[src/rtl/stats_readout_ctrl.sv]
// Snapshots the run-statistics counters on a trigger and streams them out over valid/ready.
// Optional fifth "missed conditional branches" word enabled by STATS_MISS_WORD_EN.
module stats_readout_ctrl #(
    parameter int unsigned GAP         = 2,
    parameter int unsigned AUTO_REPEAT = 0
) (
    input  logic        clk,
    input  logic        rst,
    input  logic        halt,
    input  logic        snap_req,
    input  logic [31:0] cnt_total,
    input  logic [31:0] cnt_cond,
    input  logic [31:0] cnt_uncond,
    input  logic [31:0] cnt_cond_ok,
    input  logic        out_ready,
    output logic        out_valid,
    output logic [31:0] out_data,
    output logic [2:0]  out_idx,
    output logic        busy,
    output logic        done
);

    typedef enum logic [2:0] {StIdle, StCapture, StSend, StGap, StDone} state_e;

`ifdef STATS_MISS_WORD_EN
    localparam logic [2:0] LastIdx = 3'd4;
`else
    localparam logic [2:0] LastIdx = 3'd3;
`endif

    localparam int unsigned GapW = (GAP > 1) ? $clog2(GAP) : 1;
    localparam logic [GapW-1:0] GapLast = GapW'((GAP > 0) ? GAP - 1 : 0);

    state_e          state_q, state_d;
    logic [2:0]      idx_q, idx_d;
    logic [GapW-1:0] gap_q, gap_d;
    logic            halt_q;
    logic [31:0]     snap_total_q, snap_cond_q, snap_uncond_q, snap_cond_ok_q;
    logic            trigger;
    logic [31:0]     word;

    assign trigger = (halt & ~halt_q) | snap_req;

    always_ff @(posedge clk or posedge rst) begin
        if (rst) begin
            state_q        <= StIdle;
            idx_q          <= 3'd0;
            gap_q          <= '0;
            halt_q         <= 1'b0;
            snap_total_q   <= 32'd0;
            snap_cond_q    <= 32'd0;
            snap_uncond_q  <= 32'd0;
            snap_cond_ok_q <= 32'd0;
        end else begin
            state_q <= state_d;
            idx_q   <= idx_d;
            gap_q   <= gap_d;
            halt_q  <= halt;
            if (state_q == StCapture) begin
                snap_total_q   <= cnt_total;
                snap_cond_q    <= cnt_cond;
                snap_uncond_q  <= cnt_uncond;
                snap_cond_ok_q <= cnt_cond_ok;
            end
        end
    end

    always_comb begin
        state_d = state_q;
        idx_d   = idx_q;
        gap_d   = gap_q;
        unique case (state_q)
            StIdle: begin
                if (trigger) state_d = StCapture;
            end
            StCapture: begin
                idx_d   = 3'd0;
                state_d = StSend;
            end
            StSend: begin
                if (out_ready) begin
                    if (idx_q == LastIdx) begin
                        state_d = StDone;
                    end else begin
                        idx_d = idx_q + 3'd1;
                        if (GAP > 0) begin
                            state_d = StGap;
                            gap_d   = '0;
                        end
                    end
                end
            end
            StGap: begin
                if (gap_q == GapLast) state_d = StSend;
                else                  gap_d   = gap_q + 1'b1;
            end
            StDone: begin
                state_d = ((AUTO_REPEAT != 0) && halt) ? StCapture : StIdle;
            end
            default: state_d = StIdle;
        endcase
    end

    always_comb begin
        word = 32'd0;
        case (idx_q)
            3'd0: word = snap_total_q;
            3'd1: word = snap_cond_q;
            3'd2: word = snap_uncond_q;
            3'd3: word = snap_cond_ok_q;
`ifdef STATS_MISS_WORD_EN
            // Saturates so a counter glitch never shows as a huge miss count.
            3'd4: word = (snap_cond_q > snap_cond_ok_q) ? snap_cond_q - snap_cond_ok_q : 32'd0;
`endif
            default: word = 32'd0;
        endcase
    end

    always_comb begin
        out_valid = (state_q == StSend);
        out_data  = out_valid ? word : 32'd0;
        out_idx   = out_valid ? idx_q : 3'd0;
        busy      = (state_q != StIdle);
        done      = (state_q == StDone);
    end

endmodule

[config.mk]
export PLATFORM = sky130hd
export DESIGN_NAME = stats_readout_ctrl
export DESIGN_NICKNAME = d
export VERILOG_FILES = /design/src/rtl/stats_readout_ctrl.sv
export SDC_FILE = /design/constraint.sdc
export NUM_CORES = 1
export LEC_CHECK = 0
export CORE_MARGIN = 5
export CORE_UTILIZATION = 50
export CTS_CLUSTER_SIZE = 25
export DETAILED_ROUTE_END_ITERATION = 6
export PLACE_DENSITY = 0.83
export RECOVER_POWER = 50
export SLEW_MARGIN = 15
export SYNTH_ARGS = -nofsm -noshare
export SYNTH_HDL_FRONTEND = slang
export SYNTH_SLANG_ARGS = --single-unit
[constraint.sdc]
create_clock -name clk -period 7.1 [get_ports clk]
set_clock_uncertainty 0.15 [all_clocks]
set_input_delay 1.42 -clock clk [delete_from_list [all_inputs] [get_ports clk]]
set_output_delay 1.42 -clock clk [all_outputs]
set_load 0.01 [all_outputs]
==> flow_metrics.tcl, run 1 <==
set metrics [dict create \
    clockBufferDepth 2 \
    nFillCells 818 \
    synthToLayoutAreaGrowth_pct 38.0 \
    grt_pass1_wl_um 25400 \
    finalHoldViolCount 0 \
    ys_warn_count 0 \
    synth_edf_count 0 \
    min_period_ns 5.21 \
    synth-async-reset-ratio_pct 100 \
    max_freq_mhz 192 \
    irDropWorstVdd_uv 262 \
    post_cts_buffers 0 \
    drt-total-wl_um 15800 \
    start_util_pct 50.8 \
    path_class "reg -> out" \
    highest_layer "met4" \
    drt_iter0_markers 459 \
    die_h_um 120 \
    drtAntennaViolNets 0 \
    tightest_slew_ns 4.60 \
    syn_avg_cell_area_um2 13.7 \
    cts_htree_levels 4 \
    die_w_um 120 \
    power_leakage_nw 3.43 \
    cts_sinks 136 \
    nets 737 \
    post-route-period-util_pct 73.3 \
    io_buffers 170 \
    cts_made_buffers 17 \
    yosysUniqueCellTypes 25 \
    cts_resized 0 \
    ys_seq_area_share_pct 56.0 \
    cp_num_buf_inv 2 \
    grt_pass1_vias 4821 \
    insertedDiodeCount 0 \
    layout-drive-gt1-share_pct 27.3 \
    clockRootBuffer "clkbuf_16" \
    wl_met2_um 7930 \
    path_cells "inv_1, ha_1, a21oi_4, nor3_1, clkdlybuf4s50_1" \
    violations "capacitance limit, slew limit" \
    antenna_found_initial 0 \
    synth-seq-cells 136 \
    cts_tree "yes" \
    insertion_delay_ns 0.41 \
    cp.required_ns 5.53 \
    yosys_most_used_dff "dfrtp_1" \
    wl_met3_um 1030 \
    syn_area_um2 6080 \
    critPathCaptureType "primary output" \
    seq_area_um2 3400 \
    ioPinCount 171 \
    place_congestion 0.790 \
    grt_overflow_total 0 \
    drv_slew 225 \
    viasPerCell 5.86 \
    dr.pass1.iters 6 \
    maxSlewHeadroom_pct -206 \
    grt_max_degree 88 \
    critPathSlowestCell "ha_1" \
    worstPathArrival_ns 3.64 \
    clk_pin_slew_ns 0.05 \
    hp-class "reg -> reg" \
    wl_per_cell_um 20.8 \
    final_core_util_pct 70.1 \
    synth_cells 442 \
    setup_viol_count_final 0 \
    rows 40 \
    fin_tns_setup_ns 0 \
    hold_buffers 0 \
    grt_usage_pct 22.3 \
    multiInputGateArea_um2 2460 \
    path_delay_family "adder cells" \
    core_um2 12000 \
    wl_met1_um 6680 \
    rsz0062_at_grt "no" \
    slowest_delay_ns 1.32 \
    cp_max_fo 36 \
    dieArea_um2 14500 \
    status "finished, violations left" \
    startpoint_type "flip-flop" \
    power_density_nw_per_um2 453 \
    drc_errors 0 \
    syn_nets 580 \
    maxCapViolCount 4 \
    hpwlAfterDp_um 10300 \
    vias 4442 \
]
-- worst register-to-register path, cell delays in order (launching register included) --
cell and delay [ns]:
dfrtp_1 0.46, nor3b_1 0.28, clkbuf_1 3.23, mux2_2 0.71
-- final timing paths --
kind | cells past startpoint | to | slack (ns) | startpoint
worst min-delay path | 1 | gap_q | 0.35 | gap_q
worst min register to register | 1 | gap_q | 0.35 | gap_q
worst max-delay path | 5 | out_data[12] | 1.89 | idx_q[2]
min in group asynchronous | 2 | snap_total_q[21] | 1.94 | rst
worst max register to register | 3 | snap_total_q[25] | 2.19 | state_q[1]
max in group asynchronous | 3 | snap_cond_q[26] | 2.99 | rst
-- logic make-up after synthesis --
| kind of cell | count (synthesis) | synth area share, % |
|---|---|---|
| compound gates | 73 | 11.0 |
| fa+ha+maj | 5 | 1.03 |
| simple gates | 54 | 4.45 |
| flops | 136 | 56.0 |
| buf+inv | 45 | 3.62 |
| mux | 129 | 23.9 |
-- layout by cell type, fill, tap and decap left out, drive strengths merged, types with 4 or more instances in the layout --
cell type	instances
buf	6
clkbuf	25
nand2	5
a222oi	32
mux2	129
nor2	9
a2bb2oi	32
inv	4
dfrtp	136
nor3	32
clkdlybuf4s50	168
clkinv	5
ha	5
-- cell type report --
type | instances | share of cell area (%)
Clock buffer | 23 | 5.94
Clock inverter | 8 | 0.836
Inverter | 5 | 0.239
Multi-Input combinational cell | 261 | 29.3
Sequential cell | 136 | 40.6
Tap cell | 147 | 2.19
Timing Repair Buffer | 178 | 20.9
-- per-layer routing --
| metal | track usage, % | vias up |
|---|---|---|
| met5 | 0 | - |
| met4 | 6.66 | 0 |
| met3 | 6.27 | 13 |
| met2 | 36.9 | 168 |
| met1 | 28.9 | 2250 |
| li1 | - | 2011 |
-- cells in the mapped netlist (2+ instances only) --
master | n | share of area (%)
a211o_1 | 2 | 0.29
a222oi_1 | 32 | 5.3
a2bb2oi_1 | 32 | 4.6
buf_2 | 8 | 0.66
buf_4 | 9 | 1.1
clkbuf_1 | 22 | 1.4
dfrtp_1 | 136 | 56
ha_1 | 5 | 1.0
inv_1 | 5 | 0.31
mux2_2 | 129 | 24
nand2_1 | 5 | 0.31
nor2_1 | 9 | 0.56
nor2b_1 | 3 | 0.31
nor3_1 | 32 | 2.6
o21ai_0 | 2 | 0.16
or3_1 | 2 | 0.21
-- flip-flops by register name, indices dropped and copies added (netlist names) --
register / flops
snap_total_q: 32
snap_uncond_q: 32
idx_q: 3
snap_cond_ok_q: 32
gap_q: 1
state_q: 3
snap_cond_q: 32
halt_q: 1
-- power by group --
group          internal (mW)  total [mW]  leakage, nW  switching (mW)
clock network          0.522       0.831        0.281           0.308
logic                  0.877        1.60         1.52           0.720
registers               1.16        1.37         1.64           0.210
total                   2.56        3.80         3.43            1.24
-- stage by stage --
stage | setup slack [ns] | area (um2) | hold WS, ns | power, mW | instances
after detailed placement | 2.89 | 7840 | 0.335 | 2.96 | 727
final | 1.89 | 8390 | 0.354 | 3.80 | 758
after floorplan | 1.89 | 6080 | 0.317 | 2.40 | 442
after global placement | 3.00 | 7840 | 0.339 | 2.90 | 727
after global routing | 1.57 | 8390 | 0.369 | 4.03 | 758
after CTS | 2.45 | 8410 | 0.357 | 3.81 | 758
Note: power is estimated with default switching activity, not from simulation.
==> run 2, diff against run 1 <==
Settings changed: CORE_UTILIZATION 50 to 43, PLACE_DENSITY 0.83 to 0.76.
Clock period 7.1 ns to 4.4 ns, I/O delays scaled along.
==> flow_metrics.tcl, run 2 (synthesis gave the netlist of run 1 again) <==
set metrics [dict create \
    hold_buffers 0 \
    final_cells 796 \
    final_cell_mix "168 x clkdlybuf4s50_1, 136 x dfrtp_1, 129 x mux2_2" \
    tightest_slew_ns 1.63 \
    cts_made_buffers 17 \
    hpwlAfterDp_um 11000 \
    antenna_found_initial 0 \
    final_common_cell "clkdlybuf4s50_1" \
    path_class "reg -> out" \
    clockRootBuffer "clkbuf_16" \
    grt_overflow_total 0 \
    min_from "snap_total_q[25]" \
    power_leakage_nw 3.44 \
    post_cts_buffers 0 \
    critPathCaptureType "primary output" \
    post-place-cells 764 \
    rows 43 \
    cts_tree "yes" \
    dr.pass1.iters 5 \
    drt_iter0_markers 421 \
    vias 4499 \
    maxCapViolCount 1 \
    p_sw_share_pct 32.9 \
    violations "capacitance limit, slew limit" \
    cp_max_fo 19 \
    hold_end "snap_total_q[25]" \
    setup_viol_count_final 0 \
    synthToLayoutAreaGrowth_pct 38.8 \
    hp-class "reg -> reg" \
    max_freq_mhz 257 \
    io_buffers 170 \
    path_cells "inv_1, ha_2, buf_4, a2bb2oi_1, nor3_1, clkdlybuf4s50_1" \
    slowest_delay_ns 0.61 \
    r2r_setup_slack_ns 1.79 \
    ioPinCount 171 \
    grt_pass1_wl_um 26200 \
    cp.required_ns 3.37 \
    drt-total-wl_um 16600 \
    clockBufferDepth 2 \
    place_congestion 0.767 \
    switching_power_mw 2.01 \
    post-route-period-util_pct 88.4 \
    nets 741 \
    min_period_ns 3.89 \
    worstPathArrival_ns 2.86 \
    start_util_pct 43.8 \
    power_density_nw_per_um2 723 \
    maxSlewHeadroom_pct -9.19 \
    clk_pin_slew_ns 0.05 \
    fin_tns_setup_ns 0 \
    critPathSlowestCell "clkdlybuf4s50_1" \
    insertedDiodeCount 0 \
    grt_usage_pct 20.4 \
    p_int_mw 4.09 \
    die_h_um 129 \
    cts_htree_levels 4 \
    p_comb_share_pct 42.7 \
    grt_pass1_vias 4923 \
    dieArea_um2 16600 \
    status "finished, violations left" \
    clkPwrFrac_pct 21.0 \
    grt_max_degree 75 \
    cts_resized 0 \
    hold-path-cell-count 1 \
    insertion_delay_ns 0.41 \
    rsz0062_at_grt "no" \
    die_w_um 129 \
    layout-drive-gt1-share_pct 27.1 \
    finalHoldViolCount 0 \
    cts_sinks 136 \
    drc_errors 0 \
    core_um2 13900 \
    seqPwrFrac_pct 36.4 \
    drv_slew 38 \
    drtAntennaViolNets 0 \
    irDropWorstVdd_uv 319 \
    reg2reg_from "state_q[1]" \
    r2r-end "snap_cond_q[12]" \
    startpoint_type "flip-flop" \
    worstRegToRegCells 3 \
    wl_per_cell_um 20.8 \
    viasPerCell 5.65 \
]
==> run 2: cell count changes in the layout (fill, tap and decap cells not counted), sizes merged <==
cell,before,now
clkinv,5,2
buf,6,9
bufinv,1,0
clkbuf,25,33
clkinvlp,3,1
==> run 2: layout make-up <==
cell class	instances	area (um2)
clock inverters	2	10.0
well taps	180	225
fillers	1117	5440
inverters	5	20.0
clock buffers	30	524
multi-input cells	261	2460
flip-flops and latches	136	3400
repair buffers	182	1800
==> run 2: worst max-delay path by stage <==
stage	startpoint	to
2_1_floorplan	rst	gap_q
3_3_place_gp	idx_q[2]	out_data[14]
3_5_place_dp	idx_q[0]	out_data[16]
4_1_cts	idx_q[0]	out_data[16]
5_1_grt	idx_q[0]	out_data[25]
6_report	idx_q[2]	out_data[14]
==> run 2: per-stage QoR <==
stage | power, mW | utilization [%] | hold slack, ns | worst slack (ns) | instance area [um2]
after floorplan | 3.87 | - | 0.317 | 1.68 | 6080
after global placement | 4.72 | 57.2 | 0.337 | 1.05 | 7940
after detailed placement | 4.84 | 57.2 | 0.345 | 0.930 | 7940
after CTS | 6.15 | 61.0 | 0.357 | 0.499 | 8470
after global routing | 6.47 | 60.8 | 0.364 | 0.411 | 8440
final | 6.10 | 60.8 | 0.353 | 0.510 | 8440
==> run 2: worst max-delay path: cells and delay by family (launching register included) <==
kind	cells	cell delay, ns
buffers and inverters	3	1.14
adder cells (fa/ha/maj)	1	0.54
flip-flops	1	0.37
AND/OR/NAND/NOR	1	0.28
AO/OA/AOI/OAI	1	0.11
==> run 2: per-layer routing <==
layer | global-route usage, % | part of all wire (%) | routed length [um] | up-vias
met5 | 0 | 0 | 0 | -
met4 | 7.29 | 1.1 | 183 | 0
met3 | 4.40 | 6.4 | 1060 | 17
met2 | 32.5 | 49 | 8040 | 172
met1 | 27.6 | 44 | 7290 | 2291
li1 | - | - | - | 2019
==> run 2: power by group through the flow <==
| stage | Combinational, mW | Clock [mW] | Sequential (mW) |
|---|---|---|---|
| after global placement | 2.54 | 0 | 2.18 |
| after floorplan | 1.75 | 0 | 2.11 |
| final | 2.60 | 1.28 | 2.22 |
| after global routing | 2.83 | 1.36 | 2.29 |
| after CTS | 2.63 | 1.31 | 2.21 |
| after detailed placement | 2.62 | 0 | 2.23 |
